===== src/rtl/ahb_pkg.sv =====
// Shared AHB-Lite definitions used by the bus matrix and its slaves.
// Holds the HTRANS / HSIZE / HRESP encodings and a helper that turns a
// transfer size plus the address LSBs into a 4-lane byte mask.
package ahb_pkg;

  typedef enum logic [1:0] {
    HTRANS_IDLE   = 2'd0,
    HTRANS_BUSY   = 2'd1,
    HTRANS_NONSEQ = 2'd2,
    HTRANS_SEQ    = 2'd3
  } htrans_e;

  localparam logic [2:0] HSIZE_BYTE = 3'd0;
  localparam logic [2:0] HSIZE_HALF = 3'd1;
  localparam logic [2:0] HSIZE_WORD = 3'd2;

  localparam logic HRESP_OKAY  = 1'b0;
  localparam logic HRESP_ERROR = 1'b1;

  // Byte lanes touched by a transfer of the given size at address LSBs lsb.
  // Sizes above a word never reach the RAM, so they map to all lanes.
  function automatic logic [3:0] size_to_mask(input logic [2:0] size,
                                              input logic [1:0] lsb);
    logic [3:0] mask;
    case (size)
      HSIZE_BYTE: mask = 4'b0001 << lsb;
      HSIZE_HALF: mask = 4'b0011 << lsb;
      default:    mask = 4'b1111;
    endcase
    return mask;
  endfunction

endpackage


===== src/rtl/ahb_bram_bypass.sv =====
// Write-to-read bypass for the block-RAM controller.
// Remembers the word address, data and byte lanes of the most recent RAM
// write and overlays those lanes on RAM read data of the same word, so the
// read result is independent of the RAM's read-during-write behaviour.
// Ports:
//   clk, rst        clock, asynchronous active-high reset (clears lane mask)
//   wr_addr/data    RAM write port a address and data
//   wr_mask         RAM byte write enables; register loads when non-zero
//   rd_addr         word address of the read in its data phase
//   rd_data         RAM port b read data
//   merged          rd_data with bypassed lanes substituted
module ahb_bram_bypass #(
  parameter int ADDR_WIDTH = 14
) (
  input  logic                  clk,
  input  logic                  rst,
  input  logic [ADDR_WIDTH-1:0] wr_addr,
  input  logic [31:0]           wr_data,
  input  logic [3:0]            wr_mask,
  input  logic [ADDR_WIDTH-1:0] rd_addr,
  input  logic [31:0]           rd_data,
  output logic [31:0]           merged
);

  logic [ADDR_WIDTH-1:0] last_addr_q, last_addr_d;
  logic [31:0]           last_data_q, last_data_d;
  logic [3:0]            last_mask_q, last_mask_d;

  always_comb begin
    last_addr_d = last_addr_q;
    last_data_d = last_data_q;
    last_mask_d = last_mask_q;
    if (wr_mask != 4'd0) begin
      last_addr_d = wr_addr;
      // Repeated writes to one word accumulate lanes; a new word restarts.
      last_mask_d = (wr_addr == last_addr_q) ? (last_mask_q | wr_mask) : wr_mask;
      for (int i = 0; i < 4; i++) begin
        last_data_d[8*i +: 8] = wr_mask[i] ? wr_data[8*i +: 8] : last_data_q[8*i +: 8];
      end
    end
  end

  always_ff @(posedge clk or posedge rst) begin
    if (rst) begin
      last_mask_q <= 4'd0;
    end else begin
      last_mask_q <= last_mask_d;
    end
  end

  // Address and data are qualified by last_mask_q, so they need no reset.
  always_ff @(posedge clk) begin
    last_addr_q <= last_addr_d;
    last_data_q <= last_data_d;
  end

  always_comb begin
    merged = rd_data;
    for (int i = 0; i < 4; i++) begin
      if (last_mask_q[i] && (last_addr_q == rd_addr)) begin
        merged[8*i +: 8] = last_data_q[8*i +: 8];
      end
    end
  end

endmodule


===== src/rtl/ahb_bram_ctrl.sv =====
// AHB-Lite slave in front of a 32-bit dual-port block RAM (write port a,
// read port b with registered address). Zero-wait-state reads and writes,
// two-cycle ERROR response for illegal sizes/alignments, and a write-to-read
// bypass so back-to-back write/read of one word returns the new data.
// Ports:
//   HCLK, HRESET                 clock, asynchronous active-high reset
//   HSEL..HREADY                 AHB-Lite address/data phase inputs
//   HREADYOUT, HRESP, HRDATA     AHB-Lite slave response
//   addra, dina, wea             RAM write port a
//   addrb, doutb                 RAM read port b (doutb valid one cycle later)
module ahb_bram_ctrl
  import ahb_pkg::*;
#(
  parameter int ADDR_WIDTH = 14
) (
  input  logic                  HCLK,
  input  logic                  HRESET,
  input  logic                  HSEL,
  input  logic [31:0]           HADDR,
  input  logic [1:0]            HTRANS,
  input  logic                  HWRITE,
  input  logic [2:0]            HSIZE,
  input  logic [2:0]            HBURST,
  input  logic [31:0]           HWDATA,
  input  logic                  HREADY,
  output logic                  HREADYOUT,
  output logic                  HRESP,
  output logic [31:0]           HRDATA,
  output logic [ADDR_WIDTH-1:0] addra,
  output logic [31:0]           dina,
  output logic [3:0]            wea,
  output logic [ADDR_WIDTH-1:0] addrb,
  input  logic [31:0]           doutb
);

  typedef enum logic [1:0] {
    ST_IDLE,
    ST_DATA,
    ST_ERR1,
    ST_ERR2
  } state_e;

  state_e                state_q, state_d;
  logic [ADDR_WIDTH-1:0] addr_q, addr_d;
  logic [3:0]            mask_q, mask_d;
  logic                  write_q, write_d;

  logic        accept;
  logic        legal;
  logic        data_wr;
  logic        data_rd;
  logic [31:0] merged;

  // Burst type, upper address bits and the SEQ/NONSEQ distinction play no
  // part: every beat is decoded alone and the address wraps in the RAM.
  logic unused_inputs;
  assign unused_inputs = ^{HBURST, HADDR[31:ADDR_WIDTH+2], HTRANS[0]};

  assign accept = HSEL & HREADY & HTRANS[1];

  always_comb begin
    legal = 1'b1;
    if (HSIZE > HSIZE_WORD)                              legal = 1'b0;
    if ((HSIZE == HSIZE_HALF) && HADDR[0])               legal = 1'b0;
    if ((HSIZE == HSIZE_WORD) && (HADDR[1:0] != 2'b00))  legal = 1'b0;
  end

  always_comb begin
    state_d   = state_q;
    addr_d    = addr_q;
    mask_d    = mask_q;
    write_d   = write_q;
    HREADYOUT = 1'b1;
    HRESP     = HRESP_OKAY;
    case (state_q)
      ST_ERR1: begin
        // First error cycle stalls the bus so the master can cancel.
        HREADYOUT = 1'b0;
        HRESP     = HRESP_ERROR;
        state_d   = ST_ERR2;
      end
      default: begin
        if (state_q == ST_ERR2) HRESP = HRESP_ERROR;
        if (accept) begin
          addr_d  = HADDR[ADDR_WIDTH+1:2];
          mask_d  = size_to_mask(HSIZE, HADDR[1:0]);
          write_d = HWRITE;
          state_d = legal ? ST_DATA : ST_ERR1;
        end else begin
          state_d = ST_IDLE;
        end
      end
    endcase
  end

  always_ff @(posedge HCLK or posedge HRESET) begin
    if (HRESET) begin
      state_q <= ST_IDLE;
      addr_q  <= '0;
      mask_q  <= 4'd0;
      write_q <= 1'b0;
    end else begin
      state_q <= state_d;
      addr_q  <= addr_d;
      mask_q  <= mask_d;
      write_q <= write_d;
    end
  end

  assign data_wr = (state_q == ST_DATA) &&  write_q;
  assign data_rd = (state_q == ST_DATA) && !write_q;

  assign addra  = addr_q;
  assign wea    = data_wr ? mask_q : 4'd0;
  assign dina   = data_wr ? HWDATA : 32'd0;
  // RAM registers addrb itself, so the address phase drives it directly.
  assign addrb  = HADDR[ADDR_WIDTH+1:2];
  assign HRDATA = data_rd ? merged : 32'd0;

  ahb_bram_bypass #(
    .ADDR_WIDTH(ADDR_WIDTH)
  ) u_bypass (
    .clk     (HCLK),
    .rst     (HRESET),
    .wr_addr (addra),
    .wr_data (dina),
    .wr_mask (wea),
    .rd_addr (addr_q),
    .rd_data (doutb),
    .merged  (merged)
  );

endmodule


===== config.mk =====
export PLATFORM = sky130hd
export DESIGN_NAME = ahb_bram_ctrl
export DESIGN_NICKNAME = d
export VERILOG_FILES = /design/src/rtl/ahb_pkg.sv /design/src/rtl/ahb_bram_bypass.sv /design/src/rtl/ahb_bram_ctrl.sv
export SDC_FILE = /design/constraint.sdc
export NUM_CORES = 1
export LEC_CHECK = 0
export ABC_AREA = 1
export CORE_MARGIN = 5
export CORE_UTILIZATION = 44
export DETAILED_ROUTE_END_ITERATION = 16
export GPL_ROUTABILITY_DRIVEN = 0
export PLACE_DENSITY_LB_ADDON = 0.15
export SLEW_MARGIN = 10
export SYNTH_ARGS = -nofsm -noshare
export SYNTH_HDL_FRONTEND = slang
export SYNTH_SLANG_ARGS = --single-unit
export TNS_END_PERCENT = 1

===== constraint.sdc =====
create_clock -name HCLK -period 5.8 [get_ports HCLK]
set_clock_uncertainty 0.1 [all_clocks]
set_input_delay 0.87 -clock HCLK [delete_from_list [all_inputs] [get_ports HCLK]]
set_output_delay 0.87 -clock HCLK [all_outputs]
set_load 0.02 [all_outputs]

==> results of run 1 <==
worst paths after layout:
kind	from	endpoint	slack, ns	cells past startpoint
min reg2reg	addra[0]$_DFFE_PP0P_	u_bypass.last_addr_q[0]$_DFFE_PP_	0.40	0
min	addra[0]$_DFFE_PP0P_	u_bypass.last_addr_q[0]$_DFFE_PP_	0.40	0
max reg2reg	state_q[1]$_DFF_PP0_	u_bypass.last_mask_q[3]$_DFFE_PP0P_	2.38	9
max in group asynchronous	HRESET	mask_q[0]$_DFFE_PP0P_	3.98	2
max	state_q[1]$_DFF_PP0_	wea[0]	1.72	5
min in group asynchronous	HRESET	addra[0]$_DFFE_PP0P_	0.99	2
metrics by stage:
step | hold slack, ns | total power [mW] | cell area, µm² | cells | setup slack [ns]
3_3_place_gp | 0.380 | 1.93 | 5990 | 830 | 2.11
2_1_floorplan | 0.404 | 1.51 | 4170 | 546 | 3.21
6_report | 0.404 | 2.33 | 6190 | 846 | 1.72
3_5_place_dp | 0.386 | 1.97 | 5990 | 830 | 2.02
4_1_cts | 0.404 | 2.36 | 6190 | 846 | 1.64
5_1_grt | 0.420 | 2.49 | 6190 | 846 | 1.46
cells by family (layout without fill, tap and decap cells):
group	count (synthesis)	count (layout)	share of synthesized area, %
compound gates	19	19	2.58
xor+xnor	3	3	0.631
buf+inv	198	369	20.3
flops	71	71	48.2
mux	4	4	1.08
simple gates	251	251	27.3
registers in the layout, summed over array words and instances, names as in the netlist:
signal / count
u_bypass.last_data_q: 32
addra: 14
u_bypass.last_addr_q: 14
mask_q: 4
u_bypass.last_mask_q: 4
state_q: 2
write_q: 1
where the power goes:
group | leakage (nW) | switching [mW] | internal (mW)
Clock | 0.106 | 0.171 | 0.220
Sequential | 0.710 | 0.126 | 0.759
Combinational | 2.21 | 0.621 | 0.434
per-layer routing:
layer,up-vias,GRT usage [%],routed length (µm)
met5,-,0,0
met4,0,6.48,169
met3,13,4.20,705
met2,109,32.4,5320
met1,1623,20.4,4410
li1,1950,-,-
synth_stat cells:
| cell | instances | area, µm² |
|---|---|---|
| a21oi_1 | 11 | 55.1 |
| a22oi_1 | 4 | 30.0 |
| buf_1 | 3 | 11.3 |
| buf_2 | 3 | 15.0 |
| buf_4 | 14 | 105 |
| buf_6 | 6 | 67.6 |
| clkbuf_1 | 8 | 30.0 |
| dfrtp_1 | 25 | 626 |
| edfxtp_1 | 46 | 1380 |
| inv_1 | 160 | 601 |
| inv_2 | 4 | 15.0 |
| mux2_2 | 4 | 45.0 |
| nand2_1 | 115 | 432 |
| nand2_2 | 3 | 18.8 |
| nand3_1 | 3 | 15.0 |
| nand3_4 | 4 | 70.1 |
| nand4_1 | 35 | 219 |
| nor2_1 | 85 | 319 |
| nor2_2 | 3 | 18.8 |
| nor2_8 | 2 | 40.0 |
| nor3_1 | 1 | 5.00 |
| o21ai_0 | 3 | 15.0 |
| o31ai_1 | 1 | 7.51 |
| xnor2_1 | 2 | 17.5 |
| xor2_1 | 1 | 8.76 |
area by class of cell:
cell class | instances | area, µm²
Clock buffer | 12 | 155
Fill cell | 791 | 3050
Clock inverter | 4 | 45.0
Sequential cell | 71 | 2010
Multi-Input combinational cell | 277 | 1320
Tap cell | 129 | 161
Inverter | 164 | 616
Timing Repair Buffer | 189 | 1880
worst reg2reg max path: cells and delay by family (launching register included):
family | cells | cell delay [ns]
buf+inv | 2 | 0.56
simple gates | 7 | 2.23
flops | 1 | 0.42
cells in the final DEF (no fill, tap or decap):
master	count
a21oi_1	11
a22oi_1	4
buf_4	3
bufinv_16	1
clkbuf_1	1
clkbuf_8	11
clkdlybuf4s50_1	186
clkinv_2	3
dfrtp_1	25
edfxtp_1	46
inv_1	160
inv_2	4
mux2_2	4
nand2_1	115
nand2_2	3
nand3_1	3
nand3_4	4
nand4_1	35
nor2_1	85
nor2_2	3
nor2_8	2
nor3_2	1
o21ai_0	3
o31ai_1	1
xnor2_1	2
xor2_1	1
==> impl_metrics.ini, run 1 <==
[synthesis]
ys_ff_latch = 71
syn_nets = 655
synth.cell_area_um2 = 4170
synth_warnings = 0
synth-seq-area-share_pct = 48.2
synthDistinctLibCells = 25
synthCells = 546
post_synth.cell_area_avg_um2 = 7.63

[power_and_ir_drop]
p_per_area_nw_per_um2 = 377
power.static_leakage_nw = 3.03
vdd_ir_drop_max_mv = 0.251

[placement]
io_buffers = 186
dp_hpwl_um = 8270

[drt]
num_vias = 3695
drc_errors = 0
wire_length_reported_by_the_detailed_router_um = 10600
routed_wire_length_per_instance_um = 12.5
first_pass_iters = 4
route.antenna.remaining_nets = 0
route.detailed.vias_per_inst = 4.37
detailedRoute.firstIterationViolations = 134

[final_layout]
drive_above_1_share_pct = 5.44
final_core_util_pct = 67.0
fin_nets = 821
antenna-diode-count = 0
synth_to_final_area_change_pct = 48.5

[worst_setup_path]
critical-path-max-stage-delay_ns = 0.75
cp_num_buf_inv = 2
worstSetupEndpointType = primary output
timing.setup.critical_path_class = register to primary output
cpLargestDelayFamily = simple AND/OR/NAND/NOR gates
startpoint_type = register
timing.critical_path.arrival_ns = 3.11
crit_top_cell = nor2_1
cp_data_required_time_ns = 4.83
slowest_stage_cell_on_the_critical_path = clkdlybuf4s50_1
worstPathCellList = nor2_1 > nand2_1 > buf_4 > nor2_1 > clkdlybuf4s50_1
crit_path_max_fanout = 20

[timing]
setup_tns_ns = 0
final.min_clock_period_ns = 4.08
slew_viol_final = 0
max_freq_ghz = 0.245
final_hold_viol_count = 0
setup_viol_count_final = 0
relative_slew_slack_pct = 30.8
transition_at_the_pin_with_the_smallest_max_transition_slack_ns = 1.04
setup_repair_after_global_routing_missed_its_margin = no
final.period_utilization_pct = 70.4

[worst_hold_path]
worst_hold_path_type = register to register

[global_routing]
grt.overflow.total = 0
grt_start_max_net_pins = 38
grt_pass1_wl_um = 16400
grt_pass1_vias = 3474
grt_antenna_before_repair = 0
groute.usage.overall_pct = 17.9

[die]
die_width_um = 107
placeableCoreArea_um2 = 9240
start_util_pct = 45.1
pin_count = 207
floorplan.die.height_um = 107
rows = 35
fp.dieArea_um2 = 11500

[clocking]
hold_buffers = 0
clock_insertion_delay_worst_skew_ns = 0.34
cts.path.max_buffers = 2
cts.clk_slew.worst_paths_ns = 0.07
cts_buf_count = 9
cts_resized = 0
clock_tree.htree_level_count = 3
postCtsSetupRepairBufs = 0
tritoncts_clock_tree = done
cts_sinks = 71
ctsRootBufferMaster = clkbuf_8

[outcome]
status = complete, no violations

[run]
cap_violations = 0
Note: power is estimated with default switching activity, not from simulation.
==> run 2, diff against run 1 <==
CORE_UTILIZATION = 37   (was 44)
clock period = 3.4 ns   (was 5.8 ns; I/O delays follow)
==> impl_metrics.ini, run 2 (synthesis gave the netlist of run 1 again) <==
[outcome]
status = complete, no violations

[timing]
setup_tns_ns = 0
final.min_clock_period_ns = 3.21
setup_repair_after_global_routing_missed_its_margin = no
max_freq_ghz = 0.312
setup_viol_count_final = 0
relative_slew_slack_pct = 30.7
transition_at_the_pin_with_the_smallest_max_transition_slack_ns = 1.04
final_hold_viol_count = 0
holdWs_ns = 0.402
setup_slack_ns = 0.194
slew_viol_final = 0
final.period_utilization_pct = 94.3

[worst_setup_path]
startpoint_type = register
crit_top_cell = nor2_1
worstSetupEndpointType = primary output
cpLargestDelayFamily = simple AND/OR/NAND/NOR gates
cp_data_required_time_ns = 2.79
cp_num_buf_inv = 2
crit_path_max_fanout = 13
worstPathCellList = xor2_1 > nor2_1 > nand2_2 > nor2_8 > nand3_4 > nand2_1 > inv_1 > nor2_1 > clkdlybuf4s50_1
slowest_stage_cell_on_the_critical_path = clkdlybuf4s50_1
critical-path-max-stage-delay_ns = 0.61
timing.setup.critical_path_class = register to primary output
timing.critical_path.arrival_ns = 2.60

[die]
pin_count = 207
placeableCoreArea_um2 = 10900
fp.dieArea_um2 = 13500
start_util_pct = 38.1
rows = 38
floorplan.die.height_um = 116
die_width_um = 116

[clocking]
ctsRootBufferMaster = clkbuf_16
cts.clk_slew.worst_paths_ns = 0.06
cts_resized = 0
cts.path.max_buffers = 2
clock_insertion_delay_worst_skew_ns = 0.32
cts_sinks = 71
clock_tree.htree_level_count = 3
tritoncts_clock_tree = done
cts_buf_count = 9

[global_routing]
grt_pass1_vias = 3581
grt.overflow.total = 0
grt_pass1_wl_um = 17000
groute.usage.overall_pct = 15.9
grt_antenna_before_repair = 0
grt_start_max_net_pins = 33

[placement]
pre_cts_slack_ns = 0.456
io_buffers = 186
placed_cell_area_um2 = 6060
dp_hpwl_um = 8390

[final_layout]
registers.top_by_ff_count = u_bypass.last_data_q
fin_nets = 830
drive_above_1_share_pct = 6.75
most-common-layout-cells = clkdlybuf4s50_1 (186), inv_1 (160), nand2_1 (115)
mostFrequentLayoutCell = clkdlybuf4s50_1
number_of_flip_flops_in_the_largest_register = 32
post_layout_inst_area_um2 = 6370
antenna-diode-count = 0
synth_to_final_area_change_pct = 52.9

[run]
cap_violations = 0

[drt]
route.antenna.remaining_nets = 0
route.detailed.vias_per_inst = 4.30
drc_errors = 0
routed_wire_length_per_instance_um = 12.6
detailedRoute.firstIterationViolations = 148
wire_length_reported_by_the_detailed_router_um = 10900
num_vias = 3720
first_pass_iters = 4

[power_and_ir_drop]
power.static_leakage_nw = 3.11
vdd_ir_drop_max_mv = 0.419
finalPower_mw = 4.29
p_per_area_nw_per_um2 = 673

[worst_hold_path]
worst_hold_path_type = register to register
run 2: timing repair:
action                     in CTS  in global routing
setup endpoints to repair       0                 19
hold buffers                    0                  0
buffers inserted                0                  0
run 2: final cells by class:
cell class | instances | area [µm²]
well taps | 140 | 175
inverters | 164 | 616
multi-input cells | 278 | 1330
clock buffers | 9 | 225
clock inverters | 7 | 72.6
repair buffers | 197 | 1940
fillers | 991 | 4560
flip-flops and latches | 71 | 2010
run 2: per-layer routing:
layer  part of all wire, %  track usage (%)  vias to the layer above
met1                    41             19.7                     1613
met2                    49             27.1                      120
met4                   1.2             5.34                        0
li1                      -                -                     1976
met5                     0                0                        -
met3                   8.9             4.20                       11
run 2: path summary, 6_finish.rpt:
path	startpoint	cells past startpoint	endpoint	slack (ns)
max	addra[8]$_DFFE_PP0P_	9	HRDATA[22]	0.19
min	addra[0]$_DFFE_PP0P_	0	u_bypass.last_addr_q[0]$_DFFE_PP_	0.40
max reg2reg	state_q[1]$_DFF_PP0_	10	u_bypass.last_mask_q[3]$_DFFE_PP0P_	1.31
min reg2reg	addra[0]$_DFFE_PP0P_	0	u_bypass.last_addr_q[0]$_DFFE_PP_	0.40
max in group asynchronous	HRESET	2	u_bypass.last_mask_q[0]$_DFFE_PP0P_	1.92
min in group asynchronous	HRESET	2	addra[9]$_DFFE_PP0P_	0.65
run 2: power by group:
group / leakage (nW) / switching [mW] / internal [mW]
clock: 0.142 / 0.341 / 0.568
sequential: 0.710 / 0.218 / 1.29
combinational: 2.26 / 1.09 / 0.783
total: 3.11 / 1.65 / 2.64
run 2: worst register-to-register path, stage by stage, from the launching register on:
cell	delay, ns
dfrtp_1	0.41
nor2_1	0.11
nand2_1	0.27
nor2_1	0.18
buf_4	0.21
inv_1	0.09
nand4_1	0.09
buf_4	0.25
nand2_1	0.14
nand2_1	0.07
nand2_1	0.05
run 2: per-stage QoR:
stage / std cells / util, %
after floorplan: 546 / -
after global placement: 849 / 55.4
after detailed placement: 849 / 55.4
after CTS: 865 / 58.2
after global routing: 866 / 58.3
final: 866 / 58.3
==> run 3, diff against run 2 <==
CORE_UTILIZATION = 41   (was 37)
clock period = 2.95 ns   (was 3.4 ns; I/O delays follow)
==> impl_metrics.ini, run 3 (synthesis gave the netlist of run 1 again) <==
[outcome]
status = complete, no violations

[placement]
dp_hpwl_um = 8310
placedCellCount = 844
io_buffers = 186

[clocking]
cts_sinks = 71
tritoncts_clock_tree = done
clock_insertion_delay_worst_skew_ns = 0.34
clock_tree.htree_level_count = 3
cts.path.max_buffers = 2
cts_buf_count = 9
hold_buffers = 0
cts.clk_slew.worst_paths_ns = 0.08
ctsRootBufferMaster = clkbuf_8

[global_routing]
grt_antenna_before_repair = 0
gr-usage-met2_pct = 30.4
gr-max-usage-layer = met2
groute.usage.overall_pct = 17.7
grt_start_max_net_pins = 33
globalRouteMet3Util_pct = 4.91
grt_pass1_vias = 3648
groute.layer.met1.usage_pct = 21.6
grt_pass1_wl_um = 18000
grt.overflow.total = 0

[worst_setup_path]
critical-path-max-stage-delay_ns = 0.41
slowest_stage_cell_on_the_critical_path = dfrtp_1
startpoint_type = register
timing.critical_path.arrival_ns = 2.16
cp_data_required_time_ns = 2.41
crit_top_cell = nand2_1
reg2regPathDepth = 11
crit_path_max_fanout = 10
worstSetupEndpointType = primary output
worstPathCellList = inv_1 > nand2_1 > nand2_1 > nor2_1 > nand2_2 > nor2_8 > buf_4 > nand4_1 > nand2_1 > nor2_1 > dlygate4sd2_1
timing.setup.critical_path_class = register to primary output
timing.rr.end = u_bypass.last_mask_q[1]$_DFFE_PP0P_
timing.reg2reg.setup_slack_ns = 0.89
critical_path.reg2reg.startpoint = state_q[1]$_DFF_PP0_

[timing]
max_freq_ghz = 0.371
relative_slew_slack_pct = 73.7
holdWs_ns = 0.378
transition_at_the_pin_with_the_smallest_max_transition_slack_ns = 0.394
final.min_clock_period_ns = 2.70
setup_tns_ns = 0
final.period_utilization_pct = 91.5
setup_repair_after_global_routing_missed_its_margin = no
setup_viol_count_final = 0
slew_viol_final = 0
final_hold_viol_count = 0

[worst_hold_path]
worst_hold_path_type = input port to async pin

[run]
cap_violations = 0

[power_and_ir_drop]
portion_of_total_power_attributed_to_sequential_cells_pct = 37.5
switching_power_total_mw = 1.84
combinationalPowerShare_pct = 45.9
p_per_area_nw_per_um2 = 734
vdd_ir_drop_max_mv = 0.460
sw_frac_of_total_pct = 40.0
pint_mw = 2.76
pwr-share-clk_pct = 16.6
power.static_leakage_nw = 3.23
finalPower_mw = 4.60

[final_layout]
fin_nets = 835
registers.top_by_ff_count = u_bypass.last_data_q
mostFrequentLayoutCell = inv_1
antenna-diode-count = 0
instances_no_fill = 864
number_of_flip_flops_in_the_largest_register = 32
drive_above_1_share_pct = 7.25
most-common-layout-cells = inv_1 (160), clkdlybuf4s50_1 (154), nand2_1 (115)
synth_to_final_area_change_pct = 50.4
final_core_util_pct = 63.5

[die]
floorplan.die.height_um = 111
start_util_pct = 42.3
fp.dieArea_um2 = 12300
rows = 36
pin_count = 207
placeableCoreArea_um2 = 9860
die_width_um = 111

[drt]
route.detailed.vias_per_inst = 4.31
route.antenna.remaining_nets = 0
detailedRoute.firstIterationViolations = 194
wire_length_reported_by_the_detailed_router_um = 10600
drc_errors = 0
routed_wire_length_per_instance_um = 12.3
num_vias = 3720
first_pass_iters = 4
[run 3: cell count changes in the layout (fill, tap and decap cells not counted), sizes merged]
cell / change
clkbuf: +1
inv: -1
clkdlybuf4s15: +3
buf: +5
clkinvlp: -1
clkdlybuf4s50: -32
dlygate4sd2: +29
clkinv: +1
[run 3: power by group through the flow]
stage | logic [mW] | registers (mW) | clock network (mW)
global placement | 2.13 | 1.73 | 0
detailed placement | 2.15 | 1.75 | 0
floorplan | 1.21 | 1.76 | 0
global route | 2.34 | 1.78 | 0.831
CTS | 2.12 | 1.73 | 0.779
finish | 2.11 | 1.73 | 0.762
[run 3: cell type report]
cell class	instances	area (µm²)
timing repair buffer	202	1950
multi-input combinational	278	1330
fill	868	3600
sequential	71	2010
tap	133	166
inverter	164	616
clock buffer	10	138
clock inverter	6	60.1
[run 3: worst max path at each step]
stage | startpoint | end | slack [ns] | depth (start not counted)
6_report | addra[10]$_DFFE_PP0P_ | HRDATA[24] | 0.25 | 11
3_3_place_gp | addra[11]$_DFFE_PP0P_ | HRDATA[21] | 0.23 | 11
3_5_place_dp | addra[10]$_DFFE_PP0P_ | HRDATA[22] | 0.19 | 11
5_1_grt | addra[11]$_DFFE_PP0P_ | HRDATA[16] | 0.008 | 11
2_1_floorplan | state_q[1]$_DFF_PP0_ | u_bypass.last_mask_q[1]$_DFFE_PP0P_ | 0.52 | 8
4_1_cts | addra[10]$_DFFE_PP0P_ | HRDATA[24] | 0.15 | 11
[run 3: critical path: cells and delay by family (launching register included)]
family                 cells  cell delay [ns]
and+or+nand+nor            8             0.81
buffers and inverters      3             0.59
DFF                        1             0.41
[run 3: layer usage]
metal / vias to the layer above / share of wire [%] / wire (µm)
met5: - / 0 / 0
met4: 0 / 0.97 / 103
li1: 1975 / - / -
met3: 9 / 6.4 / 676
met2: 111 / 50 / 5290
met1: 1625 / 43 / 4570
[run 3: per-stage QoR]
stage                     setup WS [ns]  area [µm²]
after CTS                         0.148        6250
after detailed placement          0.191        6070
after global placement            0.226        6070
final                             0.252        6270
after global routing            0.00821        6270
after floorplan                   0.522        4170
[run 3: timing repair]
item,CTS,global route
gates resized for setup,33,3
cloned,0,1
buffers inserted,3,0
pin swaps,2,2
setup endpoints to repair,32,17
hold endpoints to repair,0,0
